==> src/rtl/bp_trace_encoder_if.sv <==
// Commit-side and trace-side buses of the branch trace encoder, plus their packet types.
// master = producer/consumer environment, slave = the encoder itself.
package bp_trace_encoder_pkg;
    typedef struct packed {
        logic [63:0] pc;
        logic [63:0] npc;
        logic [31:0] inst;
        logic        priv_mode;
    } bp_commit_pkt_s;

    typedef struct packed {
        logic [5:0]  mcode;
        logic [15:0] timestamp;
        logic [63:0] addr;
    } nexus_trace_pkt_s;

    localparam logic [5:0] NEXUS_MCODE_DIRECT_BRANCH = 6'd3;
    localparam logic [5:0] NEXUS_MCODE_COMPRESSED    = 6'd4;
endpackage

interface bp_trace_encoder_if;
    import bp_trace_encoder_pkg::*;

    bp_commit_pkt_s   commit_pkt_i;
    logic             commit_valid_i;
    nexus_trace_pkt_s trace_pkt_o;
    logic             trace_valid_o;
    logic             trace_ready_i;

    modport master (
        output commit_pkt_i, commit_valid_i, trace_ready_i,
        input  trace_pkt_o, trace_valid_o
    );

    modport slave (
        input  commit_pkt_i, commit_valid_i, trace_ready_i,
        output trace_pkt_o, trace_valid_o
    );
endinterface

==> src/rtl/bp_trace_encoder.sv <==
// Turns retired-instruction commits into full/compressed Nexus branch messages.
// One cycle commit-to-valid; a full FIFO drops the message and forces the next one to be full.
module bp_trace_encoder
    import bp_trace_encoder_pkg::*;
#(
    parameter int fifo_depth_p   = 4,
    parameter int offset_width_p = 16
) (
    input  logic                   clk_i,
    input  logic                   reset_i,
    bp_trace_encoder_if.slave      trc
);
    localparam int ptr_w = $clog2(fifo_depth_p);

    nexus_trace_pkt_s        mem_q [fifo_depth_p];
    logic [ptr_w-1:0]        rd_ptr_q;
    logic [ptr_w-1:0]        wr_ptr_q;
    logic [ptr_w:0]          count_q;

    logic [15:0]             delta_q;
    logic [63:0]             last_pc_q;
    logic                    last_priv_q;
    logic                    first_q;
    logic                    resync_q;

    logic [63:0]             offset;
    logic [64-offset_width_p:0] offset_hi;
    logic                    in_range;
    logic                    need_full;
    nexus_trace_pkt_s        msg;
    logic                    fifo_full;
    logic                    fifo_empty;
    logic                    push;
    logic                    pop;
    logic                    unused_fields;

    assign unused_fields = ^{trc.commit_pkt_i.npc, trc.commit_pkt_i.inst};

    assign offset    = trc.commit_pkt_i.pc - last_pc_q;
    // Offset fits when every bit above the signed field matches its sign bit.
    assign offset_hi = offset[63:offset_width_p-1];
    assign in_range  = (offset_hi == '0) || (&offset_hi);
    assign need_full = first_q || resync_q || !in_range ||
                       (trc.commit_pkt_i.priv_mode != last_priv_q);

    always_comb begin
        msg           = '0;
        msg.timestamp = delta_q;
        if (need_full) begin
            msg.mcode = NEXUS_MCODE_DIRECT_BRANCH;
            msg.addr  = trc.commit_pkt_i.pc;
        end else begin
            msg.mcode = NEXUS_MCODE_COMPRESSED;
            msg.addr  = offset;
        end
    end

    assign fifo_empty = (count_q == '0);
    assign fifo_full  = (count_q == (ptr_w+1)'(fifo_depth_p));
    assign pop        = !fifo_empty && trc.trace_ready_i;
    assign push       = trc.commit_valid_i && (!fifo_full || pop);

    assign trc.trace_valid_o = !fifo_empty;
    assign trc.trace_pkt_o   = mem_q[rd_ptr_q];

    always_ff @(posedge clk_i or posedge reset_i) begin
        if (reset_i) begin
            for (int i = 0; i < fifo_depth_p; i++) begin
                mem_q[i] <= '0;
            end
            rd_ptr_q    <= '0;
            wr_ptr_q    <= '0;
            count_q     <= '0;
            delta_q     <= '0;
            last_pc_q   <= '0;
            last_priv_q <= 1'b0;
            first_q     <= 1'b1;
            resync_q    <= 1'b0;
        end else begin
            if (push) begin
                mem_q[wr_ptr_q] <= msg;
                wr_ptr_q        <= wr_ptr_q + ptr_w'(1);
            end
            if (pop) begin
                rd_ptr_q <= rd_ptr_q + ptr_w'(1);
            end
            case ({push, pop})
                2'b10:   count_q <= count_q + (ptr_w+1)'(1);
                2'b01:   count_q <= count_q - (ptr_w+1)'(1);
                default: count_q <= count_q;
            endcase

            if (trc.commit_valid_i) begin
                delta_q     <= 16'd1;
                last_pc_q   <= trc.commit_pkt_i.pc;
                last_priv_q <= trc.commit_pkt_i.priv_mode;
                first_q     <= 1'b0;
                resync_q    <= !push;
            end else if (delta_q != 16'hFFFF) begin
                delta_q <= delta_q + 16'd1;
            end
        end
    end
endmodule

==> src/flat_wrapper.sv <==
// flat-port wrapper written by rule: the top's interface ports become plain ports
module bp_trace_encoder_flat import bp_trace_encoder_pkg::*;
#(
    parameter int fifo_depth_p   = 4,
    parameter int offset_width_p = 16
)
  (clk_i, reset_i, trc_commit_pkt_i, trc_commit_valid_i, trc_trace_ready_i, trc_trace_pkt_o, trc_trace_valid_o);
  bp_trace_encoder_if trc_i ();
  input  logic clk_i;
  input  logic reset_i;
  input wire logic [$bits(trc_i.commit_pkt_i)-1:0] trc_commit_pkt_i;
  input wire logic [$bits(trc_i.commit_valid_i)-1:0] trc_commit_valid_i;
  input wire logic [$bits(trc_i.trace_ready_i)-1:0] trc_trace_ready_i;
  output wire logic [$bits(trc_i.trace_pkt_o)-1:0] trc_trace_pkt_o;
  output wire logic [$bits(trc_i.trace_valid_o)-1:0] trc_trace_valid_o;
  assign trc_i.commit_pkt_i = trc_commit_pkt_i;
  assign trc_i.commit_valid_i = trc_commit_valid_i;
  assign trc_i.trace_ready_i = trc_trace_ready_i;
  assign trc_trace_pkt_o = trc_i.trace_pkt_o;
  assign trc_trace_valid_o = trc_i.trace_valid_o;
  bp_trace_encoder #(.fifo_depth_p(fifo_depth_p), .offset_width_p(offset_width_p)) u_core (.clk_i(clk_i), .reset_i(reset_i), .trc(trc_i));
endmodule
==> config.mk <==
export PLATFORM = sky130hd
export DESIGN_NAME = bp_trace_encoder_flat
export DESIGN_NICKNAME = d
export VERILOG_FILES = /design/src/rtl/bp_trace_encoder_if.sv /design/src/rtl/bp_trace_encoder.sv /design/src/flat_wrapper.sv
export SDC_FILE = /design/constraint.sdc
export NUM_CORES = 1
export LEC_CHECK = 0
export ABC_AREA = 1
export ABC_CLOCK_PERIOD_IN_PS = 15000
export BUFFER_PORTS_ARGS = -buffer_cell sky130_fd_sc_hd__buf_2
export CORE_ASPECT_RATIO = 1.1
export CORE_MARGIN = 2
export CORE_UTILIZATION = 40
export CTS_BUF_LIST = sky130_fd_sc_hd__clkbuf_8
export CTS_CLUSTER_DIAMETER = 60
export DETAILED_ROUTE_END_ITERATION = 10
export PLACE_DENSITY_LB_ADDON = 0.05
export SYNTH_ARGS = -nofsm -noshare
export SYNTH_HDL_FRONTEND = slang
export SYNTH_SLANG_ARGS = --single-unit
==> constraint.sdc <==
create_clock -name clk_i -period 15 [get_ports clk_i]
set_input_delay 0.75 -clock clk_i [delete_from_list [all_inputs] [get_ports clk_i]]
set_output_delay 0.75 -clock clk_i [all_outputs]
set_load 0.02 [all_outputs]
==> results of run 1 <==
[placed cells by master, fill, tap and decap left out, drive strengths merged]
cell type  instances
clkinv            11
fa                 2
buf              176
nand2           1496
a21oi             69
nor2             350
nand4             11
nand3            403
xor2              13
nor3              21
o21bai             3
dfrtp            417
inv              523
a211oi             3
ha                69
o21ai            320
a41oi              1
or2                1
a31oi              4
diode              2
conb               3
and2               6
xnor2             16
o22ai             82
bufinv             1
nand3b             6
clkinvlp           1
clkbuf            99
dfstp              1
nor4               7
[cell usage after synthesis, types with 11 or more instances]
master    instances  area [um^2]
inv_1           479         1798
nor2_1          347         1303
buf_6            15        168.9
nand2_1        1494         5608
clkbuf_1        120        450.4
a21oi_1          68        340.3
nor3_1           21        105.1
nand3_1         400         2002
dfrtp_1         417        10440
o21ai_0         320         1602
ha_1             69        863.3
xor2_1           13        113.9
buf_1            25        93.84
xnor2_1          16        140.1
o22ai_1          82        513.0
inv_2            13        48.80
nand4_1          11        68.82
[how the worst min path moves through the flow]
stage | to | cells after the start
2_1_floorplan | u_core.first_q | 2
3_3_place_gp | u_core.first_q | 2
3_5_place_dp | u_core.first_q | 2
4_1_cts | u_core.mem_q[304] | 2
5_1_grt | u_core.mem_q[37] | 2
6_report | u_core.mem_q[304] | 2
[layout make-up]
type,instances,area [um^2],share of cell area (%)
Multi-Input combinational cell,2886,13040,44.97
Sequential cell,418,10470,36.08
Inverter,499,1883,6.492
Clock buffer,99,1363,4.698
Tap cell,850,1064,3.667
Timing Repair Buffer,176,955.9,3.296
Clock inverter,37,225.2,0.7765
Antenna cell,2,5.005,0.01725
[worst max-delay path, cell delays in order, from the launching register on]
cell and delay [ps]:
dfrtp_1 380, ha_1 280, fa_1 440, inv_1 120, nand2_1 90, a21oi_2 260, nand2_1 80, nand3_1 160
nand2_1 160, nand2_1 300, nand2_1 170, nand2_1 120, nand2_1 50, nand2_1 100, nor2_1 50, nand2_1 70
nor2_1 40, nand4_1 90, nand2_2 330, nand3_4 150, buf_4 810, buf_4 920, nand3_1 170, nand2_1 100
[report_power, final]
group | leakage (nW) | switching, mW | total [mW] | internal, mW
Clock | 0.911 | 0.521 | 1.13 | 0.614
Combinational | 9.93 | 1.64 | 2.35 | 0.708
Sequential | 5.29 | 0.216 | 1.72 | 1.50
Total | 16.1 | 2.38 | 5.20 | 2.82
[registers in the layout, indices dropped and copies added, names as in the netlist]
register and count:
u_core.wr_ptr_q 2, u_core.first_q 1, u_core.delta_q 16, u_core.rd_ptr_q 2, u_core.last_pc_q 64, u_core.count_q 3, u_core.mem_q 328, u_core.last_priv_q 1
u_core.resync_q 1
[through the flow]
step	cells	hold WS, ps	instance area (um^2)	util (%)	worst slack [ps]
2_1_floorplan	3975	419.2	26110	-	2617
3_3_place_gp	4829	448.7	27410	42.34	8895
3_5_place_dp	4829	453.1	27410	42.34	8857
4_1_cts	4965	238.9	29000	44.79	9385
5_1_grt	4967	263.8	29010	44.80	8974
6_report	4967	219.0	29010	44.80	9332
[cells by family after synthesis]
| kind of cell | Yosys count | share of synthesized area (%) |
|---|---|---|
| AO/OA/AOI/OAI | 482 | 9.740 |
| XOR/XNOR | 29 | 0.9730 |
| adder cells (fa/ha/maj) | 71 | 3.461 |
| buffers and inverters | 671 | 10.19 |
| flip-flops | 418 | 40.08 |
| other | 1 | 0.01437 |
| AND/OR/NAND/NOR | 2301 | 35.55 |
[metal layers]
metal  part of all wire [%]  global-route usage (%)  wire (um)  vias up
li1                       -                       -          -    12670
met1                     46                   37.43      42260    12080
met2                     46                   45.10      42910      647
met3                    4.8                   3.606       4482      153
met4                    3.1                   9.471       2888        0
met5                      0                       0          0        -
==> out/metrics.csv, run 1 <==
metric,value,unit
post-synthesis cell type count,35,
Worst R2R Path Depth,23,
critical-path maximum fanout,101,
Chip Width,247.6,um
H-tree depth,3,
category of the worst setup path launch point,flop,
clock transition at the register clock pins on the worst setup and hold paths after CTS,60,ps
total of hold buffers inserted after clock tree synthesis,0,
Max Clock Skew,37.51,ps
"setup slack, reg-to-reg",9330,ps
Avg Inst Size Synth,6.570,um^2
fraction of layout instances using a drive strength above 1,7.776,%
buffer levels on the longest clock path,3,
leftover overflow at the end of global routing,0,
Final Cycle Share,37.79,%
CTS root buf,clkbuf_8,
maximum resistive drop on vdd,0.0001130,V
count of port buffers added during placement,152,
CTS sink count,418,
TritonCTS buffer count,77,
final setup vio count,0,
Routed WL,92.54,mm
number of antenna-violating nets in the routed design,0,
outcome,"complete, no violations",
Max Clk Rate,0.1764,GHz
Core Box Area,0.06474,mm^2
number of detailed-routing iterations run before antenna repair,6,
aggregate negative setup slack,0,ps
total of fill cells in the finished design,7090,
vertical die dimension,271.9,um
cell area after synthesis,0.02610,mm^2
count of mapped cells out of synthesis,3973,
Initial DRC Count,2179,
FF-to-FF Start,u_core.last_pc_q[0],
Syn. warnings,0,
path type of the worst setup path,flop to flop,
initial antenna violation count,4,
Post-synth EDFFs,0,
worst reg2reg endpoint,u_core.mem_q[49],
TritonCTS clock tree,yes,
max-cap viol count,0,
total die area,0.06732,mm^2
via count,25550,
power density of the placed cells,179.2,mW/mm^2
launch point of the worst path,u_core.last_pc_q[0],
vias per std cell,5.143,
synthesis-to-layout area growth,11.12,%
worst setup path endpoint,u_core.mem_q[49],
nets@finish,4294,
GRT Resource Usage Total,27.54,%
normalized max-slew margin,24.84,%
Final min period,5668,ps
element type at the critical path end,flop,
site row count,98,
ys async rst share,100.0,%
CP required,15580,ps
GPL Wtd Cong,0.9519,
RSZ-0062 raised after global routing,no,
Top-Level Pins,252,
arrival time reported for the critical path endpoint,6250,ps
share of synthesized area occupied by flip-flops and latches,40.08,%
type of the worst min-delay path,input pin to async pin,
pin count of the biggest net entering global routing,134,
via count of the first global-routing pass,24880,
detailed-route DRC error count,0,
"Setup Fix Bufs, Post-CTS",0,
Final Max Tran Viols,0,
Resized Gates After CTS,0,
transition at the pin with the smallest max-transition slack,1127,ps
HPWL after DPL,63.14,mm
final hold violation count,0,
synthesized flop and latch total,418,
post-route total power,5.198,mW
initial core utilization,40.32,%
Routed wire per std cell,18.63,um
leakage power summed over all cells,16.13,nW
"Top FF cell, synth",dfrtp_1,
wire length of the first global-routing pass,143.5,mm
clock network latency to the later pin of the worst-skew pair,680,ps
No activity file was read; power rests on OpenSTA's default activity.
==> run 2, diff against run 1 <==
Settings changed: ABC_CLOCK_PERIOD_IN_PS 15000 to 5690.
Clock period 15 ns to 5.69 ns, I/O delays scaled along.
==> out/metrics.csv, run 2 (synthesized netlist as in run 1, its figures left out) <==
metric,value,unit
element type at the critical path end,flop,
pin count of the biggest net entering global routing,131,
number of antenna-violating nets in the routed design,0,
combinational cell fraction of total power,45.7,%
final hold violation count,0,
power density of the placed cells,460.7,mW/mm^2
total of fill cells in the finished design,7050,
final setup vio count,0,
Worst R2R Path Depth,21,
registers with the highest flip-flop counts,"u_core.mem_q x328, u_core.last_pc_q x64, u_core.delta_q x16",
Core Box Area,0.06474,mm^2
type of the worst min-delay path,input pin to async pin,
TritonCTS buffer count,77,
count of port buffers added during placement,152,
synthesis-to-layout area growth,14.15,%
normalized max-slew margin,31.61,%
CTS root buf,clkbuf_8,
total of hold buffers inserted after clock tree synthesis,69,
Chip Width,247.6,um
vias per std cell,5.147,
category of the worst setup path launch point,flop,
via count,25970,
Flop pwr share,33.0,%
maximum resistive drop on vdd,0.0002762,V
fraction of layout instances using a drive strength above 1,7.777,%
detailed-route DRC error count,0,
total die area,0.06732,mm^2
Routed wire per std cell,18.52,um
relative contribution of the clock network to total power,21.3,%
transition at the pin with the smallest max-transition slack,1024,ps
critical-path maximum fanout,34,
"setup slack, reg-to-reg",980,ps
Routed WL,93.42,mm
vertical die dimension,271.9,um
CTS sink count,418,
worst hold-check slack,349.2,ps
leftover overflow at the end of global routing,0,
Resized Gates After CTS,0,
leakage power summed over all cells,16.46,nW
"top library cells by usage in the layout, fill and taps aside","nand2_1 (1489), inv_1 (504), dfrtp_1 (415), nand3_1 (400), nor2_1 (347)",
via count of the first global-routing pass,24980,
TritonCTS clock tree,yes,
worst path setup slack after routing,979.4,ps
FF-to-FF Start,u_core.last_pc_q[0],
H-tree depth,3,
placed standard-cell area,0.02755,mm^2
GRT Resource Usage Total,27.82,%
Setup WS pre-CTS,859.3,ps
Max Clk Rate,0.2123,GHz
buffer levels on the longest clock path,3,
CP required,6240,ps
clock network latency to the later pin of the worst-skew pair,680,ps
clock transition at the register clock pins on the worst setup and hold paths after CTS,60,ps
register with the most flip-flops,u_core.mem_q,
"commonest non-fill, non-tap cell in the layout",nand2_1,
Net Sw Power,6.317,mW
"Setup Fix Bufs, Post-CTS",0,
RSZ-0062 raised after global routing,no,
max reg flops,328,
Max Clock Skew,43.26,ps
Internal Dissipation,7.410,mW
initial antenna violation count,5,
max-cap viol count,0,
Top-Level Pins,252,
wire length of the first global-routing pass,145.1,mm
Initial DRC Count,1958,
outcome,"complete, no violations",
worst reg2reg endpoint,u_core.mem_q[17],
path type of the worst setup path,flop to flop,
number of detailed-routing iterations run before antenna repair,6,
site row count,98,
HPWL after DPL,64.17,mm
Switching Share,46.02,%
Final Max Tran Viols,0,
Final min period,4711,ps
Layout Cell Area excl Fill,0.02980,mm^2
Final Cycle Share,82.79,%
initial core utilization,40.32,%
GPL Wtd Cong,0.9601,
nets@finish,4369,
arrival time reported for the critical path endpoint,5260,ps
post-route total power,13.73,mW
run 2: final cells by class:
class / instances / area (um^2) / share of cell area [%]
multi-input combinational: 2886 / 13040 / 43.77
tap: 850 / 1064 / 3.569
clock buffer: 96 / 1321 / 4.434
antenna: 3 / 7.507 / 0.02519
clock inverter: 42 / 225.2 / 0.7558
timing repair buffer: 251 / 1792 / 6.013
inverter: 499 / 1879 / 6.307
sequential: 418 / 10470 / 35.12
run 2: power by group through the flow:
stage / registers, mW / clock network (mW) / logic (mW)
final: 4.53 / 2.93 / 6.27
after global routing: 4.65 / 3.13 / 6.97
after CTS: 4.51 / 3.02 / 6.29
after detailed placement: 4.55 / 0 / 6.23
after global placement: 4.53 / 0 / 6.21
after floorplan: 4.36 / 0 / 4.25
run 2: worst max-delay path by stage:
stage	from	endpoint	slack, ps
floorplan	reset_i	u_core.count_q[0]	-230
global placement	trc_commit_pkt_i[97]	u_core.mem_q[17]	860
detailed placement	trc_commit_pkt_i[97]	u_core.mem_q[18]	860
CTS	u_core.last_pc_q[0]	u_core.mem_q[107]	950
global route	u_core.last_pc_q[0]	u_core.mem_q[17]	660
finish	u_core.last_pc_q[0]	u_core.mem_q[17]	980
run 2: critical path, cell delays in order, from the launching register on:
cell and delay, ps:
dfrtp_1 370, ha_1 260, fa_1 420, inv_1 130, nand2_1 90, a21oi_2 250, nand2_1 80, nand3_1 150
nand2_1 140, nand2_1 280, nand2_1 90, nand2_1 150, nand2_1 70, nor2_1 140, nand3_1 90, nor2_1 180
nand4_1 160, nand2_2 400, nand3_4 480, buf_4 430, nand3_1 130, nand2_1 60
run 2: layer usage:
metal | GRT usage, % | share of wire, %
met1 | 37.49 | 45
met2 | 46.02 | 47
met3 | 3.261 | 5.2
met4 | 9.912 | 3.3
met5 | 0 | 0.022
run 2: stage by stage:
step | TNS [ps] | utilization [%] | instances
after CTS | 0 | 46.02 | 5042
final | 0 | 46.03 | 5045
after floorplan | -96420 | - | 3975
after detailed placement | 0 | 42.56 | 4835
after global routing | 0 | 46.02 | 5044
after global placement | 0 | 42.56 | 4835
==> run 3, diff against run 2 <==
Settings changed: ABC_CLOCK_PERIOD_IN_PS 5690 to 4000.
Clock period 5.69 ns to 4 ns, I/O delays scaled along.
==> out/metrics.csv, run 3 (synthesized netlist as in run 1, its figures left out) <==
metric,value,unit
outcome,"complete, no violations",
synthesis-to-layout area growth,15.87,%
Core Box Area,0.06474,mm^2
crit-path most repeated cell,nand2_1,
worst hold-check slack,205.0,ps
power density of the placed cells,650.7,mW/mm^2
vias per std cell,5.060,
aggregate negative setup slack,0,ps
maximum resistive drop on vdd,0.0006698,V
GPL Wtd Cong,0.9465,
arrival time reported for the critical path endpoint,4330,ps
Max Clock Skew,23.01,ps
pin count of the biggest net entering global routing,117,
CTS sink count,418,
Final Max Tran Viols,0,
HPWL after DPL,64.46,mm
Max Clk Rate,0.2653,GHz
Final min period,3769,ps
via count of the first global-routing pass,24950,
element type at the critical path end,flop,
initial core utilization,40.32,%
crit-path cells,ha_2 -> fa_1 -> inv_1 -> buf_4 -> nand3_1 -> nand3_1 -> nand3_1 -> nand2_1 -> nand2_1 -> nand2_1 -> nand2_1 -> nand2_1 -> nand4_1 -> nor2_1 -> nand4_1 -> nand2_2 -> nand3_4 -> buf_4 -> nand3_1 -> nand2_1,
Final Cycle Share,94.23,%
leakage power summed over all cells,16.70,nW
worst path buffer plus inverter count,3,
category of the worst setup path launch point,flop,
number of antenna-violating nets in the routed design,0,
critical-path maximum fanout,32,
max-cap viol count,0,
Routed WL,93.38,mm
via count,25710,
CP required,4560,ps
"top library cells by usage in the layout, fill and taps aside","nand2_1 (1481), inv_1 (503), dfrtp_1 (415), nand3_1 (400), nor2_1 (344)",
number of detailed-routing iterations run before antenna repair,5,
type of the worst min-delay path,input pin to flop,
H-tree depth,3,
CTS root buf,clkbuf_8,
vertical die dimension,271.9,um
wire length of the first global-routing pass,144.7,mm
GRT Resource Usage Total,27.87,%
path type of the worst setup path,flop to flop,
detailed-route DRC error count,0,
post-route total power,19.68,mW
Chip Width,247.6,um
Worst path top cell family by delay,simple AND/OR/NAND/NOR gates,
nets@finish,4409,
Crit path largest cell delay,410,ps
normalized max-slew margin,35.70,%
RSZ-0062 raised after global routing,no,
Routed wire per std cell,18.37,um
count of port buffers added during placement,152,
max reg flops,328,
clock network latency to the later pin of the worst-skew pair,690,ps
register with the most flip-flops,u_core.mem_q,
site row count,98,
leftover overflow at the end of global routing,0,
fraction of layout instances using a drive strength above 1,8.981,%
worst path setup slack after routing,231.0,ps
Top-Level Pins,252,
TritonCTS clock tree,yes,
Initial DRC Count,2107,
"commonest non-fill, non-tap cell in the layout",nand2_1,
"slowest stage cell, crit path",fa_1,
Setup WS pre-CTS,79.56,ps
final setup vio count,0,
transition at the pin with the smallest max-transition slack,964.6,ps
TritonCTS buffer count,78,
initial antenna violation count,2,
clock transition at the register clock pins on the worst setup and hold paths after CTS,60,ps
total die area,0.06732,mm^2
final hold violation count,0,
buffer levels on the longest clock path,3,
registers with the highest flip-flop counts,"u_core.mem_q x328, u_core.last_pc_q x64, u_core.delta_q x16",
[run 3: path summary, 6_finish.rpt]
kind | from | cells after the start | end | slack (ps)
setup / recovery | u_core.last_pc_q[0] | 20 | u_core.mem_q[147] | 230
hold / removal | trc_commit_valid_i | 4 | u_core.last_pc_q[23] | 210
setup reg to reg | u_core.last_pc_q[0] | 20 | u_core.mem_q[147] | 230
hold reg to reg | u_core.first_q | 2 | u_core.first_q | 460
max in group asynchronous | reset_i | 4 | u_core.last_pc_q[26] | 2630
min in group asynchronous | reset_i | 3 | u_core.mem_q[220] | 250
[run 3: where the power goes]
part	switching, mW	internal, mW	total (mW)
combinational	6.22	2.85	9.06
clock	1.98	2.25	4.23
sequential	0.766	5.62	6.39
total	8.96	10.7	19.7
[run 3: routing by layer]
layer | routed length (um) | share of wire (%) | GRT usage [%] | up-vias
li1 | - | - | - | 12910
met1 | 41790 | 45 | 37.19 | 12050
met2 | 43750 | 47 | 45.85 | 595
met3 | 4414 | 4.7 | 3.616 | 152
met4 | 3406 | 3.6 | 10.86 | 2
met5 | 8 | 0.0086 | 0 | -
[run 3: per-stage QoR]
stage          utilization [%]  instance area [um^2]  cells
6_report                 46.72                 30250   5082
3_3_place_gp             43.18                 27950   4875
2_1_floorplan                -                 26120   3975
4_1_cts                  46.64                 30200   5080
5_1_grt                  46.72                 30250   5082
3_5_place_dp             43.18                 27950   4875
[run 3: layout make-up]
class,count,area (um^2)
Sequential cell,418,10470
Timing Repair Buffer,290,2183
Antenna cell,1,2.502
Fill cell,6968,34500
Inverter,499,1879
Clock buffer,96,1321
Tap cell,850,1064
Clock inverter,42,251.5
Multi-Input combinational cell,2886,13080
[run 3: worst register-to-register path, cell delays in order (launching register included)]
cell,delay (ps)
dfrtp_1,380
ha_2,230
fa_1,420
inv_1,100
buf_4,120
nand3_1,70
nand3_1,200
nand3_1,180
nand2_1,290
nand2_1,120
nand2_1,70
nand2_1,40
nand2_1,160
nand4_1,120
nor2_1,150
nand4_1,140
nand2_2,190
nand3_4,160
buf_4,300
nand3_1,130
nand2_1,70
[run 3: repair_timing]
| action | 4_1_cts | 5_1_grt |
|---|---|---|
| hold buffers | 67 | 0 |
| buffers inserted | 0 | 1 |
| endpoints found under the hold margin | 243 | 0 |
| resized for setup | 0 | 14 |
| setup endpoints to repair | 0 | 256 |
